`src/rtl/aud_serializer_i2s.sv`:
```
// I2S-style DAC serializer: latches a stereo pair at each left-slot start and
// shifts each channel out MSB-first, with per-channel attenuation and mute.
module aud_serializer_i2s #(
  parameter int DATA_W = 16,
  parameter int VOL_W  = 3
) (
  input  logic              i_bclk,
  input  logic              i_rst_n,
  input  logic              i_daclrck,
  input  logic              i_en,
  input  logic              i_valid,
  input  logic [DATA_W-1:0] i_data_l,
  input  logic [DATA_W-1:0] i_data_r,
  input  logic [VOL_W-1:0]  i_vol_l,
  input  logic [VOL_W-1:0]  i_vol_r,
  input  logic              i_mute_l,
  input  logic              i_mute_r,
  output logic              o_ready,
  output logic              o_aud_dacdat,
  output logic              o_underrun,
  output logic              o_frame_err,
  output logic [1:0]        o_state
);

  localparam int CNT_W = $clog2(DATA_W + 1);
  localparam logic [CNT_W-1:0] CNT_FULL = CNT_W'(DATA_W);

  typedef enum logic [1:0] {
    ST_WAIT  = 2'd0,
    ST_IDLE  = 2'd1,
    ST_LEFT  = 2'd2,
    ST_RIGHT = 2'd3
  } state_t;

  state_t                   state, next_state;
  logic                     lrck_q;
  logic                     fall, rise;
  logic                     accept_fall, accept_rise;
  logic [CNT_W-1:0]         cnt;
  logic [DATA_W-1:0]        shreg;
  logic [DATA_W-1:0]        hold_r;
  logic signed [DATA_W-1:0] shifted_l, shifted_r;
  logic [DATA_W-1:0]        word_l, word_r;

  assign fall = lrck_q & ~i_daclrck;
  assign rise = ~lrck_q & i_daclrck;

  assign accept_fall = i_en & fall & ((state == ST_IDLE) | (state == ST_RIGHT));
  assign accept_rise = i_en & rise & (state == ST_LEFT);

  // Arithmetic shift keeps the sign, so large attenuation saturates to all sign bits.
  always_comb begin
    shifted_l = $signed(i_data_l) >>> i_vol_l;
    shifted_r = $signed(i_data_r) >>> i_vol_r;
    word_l    = i_mute_l ? '0 : shifted_l;
    word_r    = i_mute_r ? '0 : shifted_r;
  end

  always_comb begin
    next_state = state;
    if (!i_en) begin
      next_state = ST_WAIT;
    end else begin
      case (state)
        ST_WAIT:  if (i_daclrck) next_state = ST_IDLE;
        ST_IDLE:  if (fall)      next_state = ST_LEFT;
        ST_LEFT:  if (rise)      next_state = ST_RIGHT;
        ST_RIGHT: if (fall)      next_state = ST_LEFT;
        default:                 next_state = ST_WAIT;
      endcase
    end
  end

  always_ff @(posedge i_bclk or negedge i_rst_n) begin
    if (!i_rst_n) begin
      state <= ST_WAIT;
    end else begin
      state <= next_state;
    end
  end

  always_ff @(posedge i_bclk or negedge i_rst_n) begin
    if (!i_rst_n) begin
      lrck_q       <= 1'b0;
      o_ready      <= 1'b0;
      o_aud_dacdat <= 1'b0;
      o_underrun   <= 1'b0;
      o_frame_err  <= 1'b0;
      cnt          <= '0;
      shreg        <= '0;
      hold_r       <= '0;
    end else begin
      lrck_q  <= i_daclrck;
      o_ready <= accept_fall & i_valid;
      if ((state == ST_WAIT) && (next_state == ST_IDLE)) begin
        o_underrun  <= 1'b0;
        o_frame_err <= 1'b0;
      end
      if (!i_en) begin
        o_aud_dacdat <= 1'b0;
        cnt          <= '0;
      end else if (accept_fall) begin
        // The right word is captured here too, so mid-frame input changes are ignored.
        if ((state == ST_RIGHT) && (cnt != CNT_FULL)) o_frame_err <= 1'b1;
        if (!i_valid) o_underrun <= 1'b1;
        o_aud_dacdat <= i_valid ? word_l[DATA_W-1] : 1'b0;
        shreg        <= i_valid ? (word_l << 1) : '0;
        hold_r       <= i_valid ? word_r : '0;
        cnt          <= CNT_W'(1);
      end else if (accept_rise) begin
        if (cnt != CNT_FULL) o_frame_err <= 1'b1;
        o_aud_dacdat <= hold_r[DATA_W-1];
        shreg        <= hold_r << 1;
        cnt          <= CNT_W'(1);
      end else if (((state == ST_LEFT) || (state == ST_RIGHT)) && (cnt != CNT_FULL)) begin
        o_aud_dacdat <= shreg[DATA_W-1];
        shreg        <= shreg << 1;
        cnt          <= cnt + CNT_W'(1);
      end else begin
        o_aud_dacdat <= 1'b0;
      end
    end
  end

  assign o_state = state;

endmodule

```
`config.mk`:
```
export PLATFORM = sky130hd
export DESIGN_NAME = aud_serializer_i2s
export DESIGN_NICKNAME = d
export VERILOG_FILES = /design/src/rtl/aud_serializer_i2s.sv
export SDC_FILE = /design/constraint.sdc
export NUM_CORES = 1
export LEC_CHECK = 0
export CORE_MARGIN = 4
export CORE_UTILIZATION = 60
export CTS_BUF_LIST = sky130_fd_sc_hd__clkbuf_4 sky130_fd_sc_hd__clkbuf_8
export DETAILED_ROUTE_END_ITERATION = 6
export PLACE_DENSITY_LB_ADDON = 0.08
export SYNTH_ARGS = -nofsm -noshare
export SYNTH_HDL_FRONTEND = slang
export SYNTH_SLANG_ARGS = --single-unit
```
`constraint.sdc`:
```
create_clock -name i_bclk -period 2.7 [get_ports i_bclk]
set_clock_uncertainty 0.15 [all_clocks]
set_input_delay 0.27 -clock i_bclk [delete_from_list [all_inputs] [get_ports i_bclk]]
set_output_delay 0.27 -clock i_bclk [all_outputs]
set_load 0.01 [all_outputs]
```
==> impl_metrics.csv <==
group,metric,value,unit
sta,setup_repair_after_global_routing_missed_its_margin,"false",
clock_tree,post_cts_resize_count,0,
global_route,overall_routing_resource_usage,23.4,%
floorplan,floorplan.die.width,79.3,um
floorplan,initial_utilization,63.3,%
yosys,warnings_synthesis,0,
critical_path,endpoint_kind,"register",
sta,fmax,462,MHz
detailed_routing,drt_pass1_iterations,4,
critical_path,crit_path_max_fanout,9,
detailed_routing,wirelength,7090,um
floorplan,io_pins,51,
place,io_buffer_count,50,
sta,report.final.slew_viol_count,0,
global_route,antenna_found_initial,0,
yosys,synthDistinctLibCells,55,
critical_path,cp_cell_sequence,"clkdlybuf4s50_1, mux4_2, nand4_1, o21ai_0, o32a_1",
clock_tree,cts-htree-levels,2,
clock_tree,cts_root_buf,"sky130_fd_sc_hd__clkbuf_8",
critical_path,critPathLaunchType,"input pin",
sta,setup_failing_eps_final,0,
critical_path,crit_path_start,"i_vol_l[0]",
detailed_routing,post-route-drc-count,0,
yosys,ys_seq_elements,43,
clock_tree,clkLatencyLatePin,0.29,ns
critical_path,reg2reg_setup_slack,0.62,ns
clock_tree,cts_post_setup_buffers_inserted,0,
yosys,ys_dominant_reg_cell,"sky130_fd_sc_hd__dfrtp_1",
critical_path,worst_path_dominant_cell_family,"buffers and inverters",
critical_path,crit_end,"shreg[4]",
floorplan,floorplan.core_area,4820,um2
yosys,synth.avg_cell_area,10.5,um2
critical_path,cpPeakStageDelay,0.78,ns
global_route,first_global_vias,2530,
sta,hold_ws,0.340,ns
finish,final_layout_size_suffix_gt1_share,15.9,%
sta,setup-tns-final,0,ns
finish,layout.nets,385,
sta,relSlewSlack,38.9,%
global_route,grt_first_pass_wirelength,11800,um
clock_tree,tritoncts_clock_tree,"built",
yosys,async_flop_share,100,%
hold_path,whs_path_depth,2,
clock_tree,cts_inserted_buffers,5,
clock_tree,clock_path_buffers,2,
yosys,synth_top_area_cell,"sky130_fd_sc_hd__dfrtp_1",
yosys,synth_seq_area_share,35.3,%
floorplan,die_height,79.3,um
sta,post_route_clock_period_utilization,80.1,%
sta,layout_min_cycle_time,2.16,ns
detailed_routing,route.vias.total,2556,
sta,hold_viol_final,0,
critical_path,critical_setup_path_class,"in -> reg",
clock_tree,clkTransAtPathRegs,0.08,ns
place,finalWeightedCongestion,0.819,
hold_path,holdCritPathClass,"reg -> reg",
critical_path,reg_to_reg_endpoint,"shreg[5]",
floorplan,overall_die_area,6280,um2
detailed_routing,routed_wire_length_per_instance,17.5,um
critical_path,worst-endpoint-required,2.73,ns
global_route,pin_count_of_the_biggest_net_entering_global_routing,44,
sta,worst_pin_slew,0.916,ns
detailed_routing,antenna_violating_nets_post_route,0,
critical_path,worst-path-stages,5,
clock_tree,clock_sinks,43,
finish,area_growth,21.7,%
place,place_hpwl,5280,um
power_and_ir_drop,cellPowerDensity,469,nW/um2
detailed_routing,first_iter_violations,281,
yosys,synthesis.area,3050,um2
yosys,post_synth_edffs,0,
critical_path,count_of_buffer_and_inverter_cells_on_the_critical_path,1,
global_route,grt-ovfl-total,0,
flow_run,maxCapViolCount,0,
critical_path,crit_arrival,2.20,ns
detailed_routing,viasPerCell,6.30,
yosys,yosysTopAreaCellShare,35.3,%
power_and_ir_drop,static-leakage-power,1.55,nW
finish,antenna_diodes,0,
yosys,synthCells,289,
power_and_ir_drop,irDropWorstVdd,413,uV
yosys,mapped_nets,336,
critical_path,critical_path.reg2reg.startpoint,"cnt[0]",
critical_path,critical_path.slowest_cell,"sky130_fd_sc_hd__clkdlybuf4s50_1",
floorplan,std_cell_rows,25,
critical_path,worstRegToRegCells,6,
status,outcome,"finished, final reports clean",
yosys,netlist_top_cells_area,"sky130_fd_sc_hd__dfrtp_1 35%, sky130_fd_sc_hd__mux2i_1 13%, sky130_fd_sc_hd__mux4_2 6.7%",
==> through the flow <==
step	instance area [um2]	std cells	setup WS [ns]	util [%]	power, mW
after global routing	3710	406	0.395	77.0	1.82
after floorplan	3050	289	0.898	-	1.08
after detailed placement	3590	397	0.212	74.5	1.24
final	3710	406	0.536	77.0	1.74
after CTS	3710	406	0.527	77.0	1.74
after global placement	3590	397	0.242	74.5	1.23
==> how the worst min path moves through the flow <==
stage	end	slack, ns	startpoint
3_3_place_gp	cnt[4]	0.31	i_rst_n
3_5_place_dp	cnt[4]	0.30	i_rst_n
6_report	o_frame_err	0.34	o_frame_err
4_1_cts	hold_r[2]	0.34	hold_r[2]
2_1_floorplan	cnt[0]	-0.18	i_rst_n
5_1_grt	o_frame_err	0.37	o_frame_err
==> power by group <==
part	switching [mW]	internal, mW	leakage (nW)
combinational	0.180	0.240	0.946
sequential	0.0693	0.750	0.546
clock	0.225	0.275	0.0581
total	0.474	1.26	1.55
==> flip-flops by register name (all words and copies together), names as in the netlist <==
register,count
cnt,5
hold_r,16
o_state,2
o_ready,1
shreg,15
o_frame_err,1
o_aud_dacdat,1
lrck_q,1
o_underrun,1
==> Yosys cell counts (all sizes together) (2+ instances only) <==
| cell type | number |
|---|---|
| o221ai | 3 |
| ha | 2 |
| a21oi | 6 |
| mux2 | 9 |
| nor3 | 3 |
| mux4 | 12 |
| o21a | 2 |
| dfrtp | 43 |
| o221a | 12 |
| nand2 | 23 |
| inv | 9 |
| nand4bb | 2 |
| nor2b | 2 |
| o22a | 5 |
| a22o | 3 |
| clkbuf | 5 |
| o22ai | 3 |
| nor3b | 2 |
| nand2b | 4 |
| nor2 | 14 |
| o31ai | 2 |
| mux2i | 39 |
| xor2 | 3 |
| clkinv | 2 |
| nand4 | 5 |
| nand3 | 4 |
| buf | 17 |
| a21boi | 2 |
| o21ai | 28 |
| o211ai | 2 |
| o32a | 8 |
==> tightest hold or removal path, stage by stage, from the launching register on <==
cell and delay (ns):
sky130_fd_sc_hd__dfrtp_1 0.35, sky130_fd_sc_hd__nand2_1 0.04, sky130_fd_sc_hd__o21ai_0 0.07
==> cell usage in the layout (no fill, tap or decap), types with 9 or more instances in the layout <==
master / count
sky130_fd_sc_hd__inv_1: 9
sky130_fd_sc_hd__mux4_2: 9
sky130_fd_sc_hd__o221a_2: 10
sky130_fd_sc_hd__o21ai_0: 28
sky130_fd_sc_hd__nor2_1: 14
sky130_fd_sc_hd__nand2_1: 22
sky130_fd_sc_hd__clkdlybuf4s50_1: 49
sky130_fd_sc_hd__mux2i_1: 39
sky130_fd_sc_hd__buf_4: 13
sky130_fd_sc_hd__dfrtp_1: 43
==> metal layers <==
| layer | global-route usage (%) | up-vias | wire [um] | share of wire [%] |
|---|---|---|---|---|
| li1 | - | 1217 | - | - |
| met1 | 31.2 | 1286 | 3030 | 43 |
| met2 | 39.8 | 47 | 3740 | 53 |
| met3 | 4.08 | 6 | 258 | 3.6 |
| met4 | 5.67 | 0 | 61 | 0.86 |
| met5 | 0 | - | 0 | 0 |
==> cells by family (layout without fill, tap and decap cells) <==
group / after synthesis / after routing / synth area share, %
compound gates: 81 / 81 / 20.2
fa+ha+maj: 2 / 2 / 0.821
flops: 43 / 43 / 35.3
mux: 60 / 60 / 25.5
xor+xnor: 4 / 4 / 1.15
buf+inv: 33 / 83 / 5.87
simple gates: 66 / 66 / 11.2
==> cell type report <==
| type | instances | area [um2] |
|---|---|---|
| clock buffer | 5 | 68.8 |
| fill | 365 | 1110 |
| timing repair buffer | 64 | 603 |
| sequential | 43 | 1080 |
| clock inverter | 3 | 43.8 |
| tap | 67 | 83.8 |
| multi-input combinational | 213 | 1790 |
| inverter | 11 | 41.3 |
==> repair_timing <==
| item | 4_1_cts | 5_1_grt |
|---|---|---|
| hold buffers | 1 | 0 |
| endpoints found under the hold margin | 35 | 0 |
| setup endpoints to repair | 0 | 0 |
Note: power is estimated with default switching activity, not from simulation.
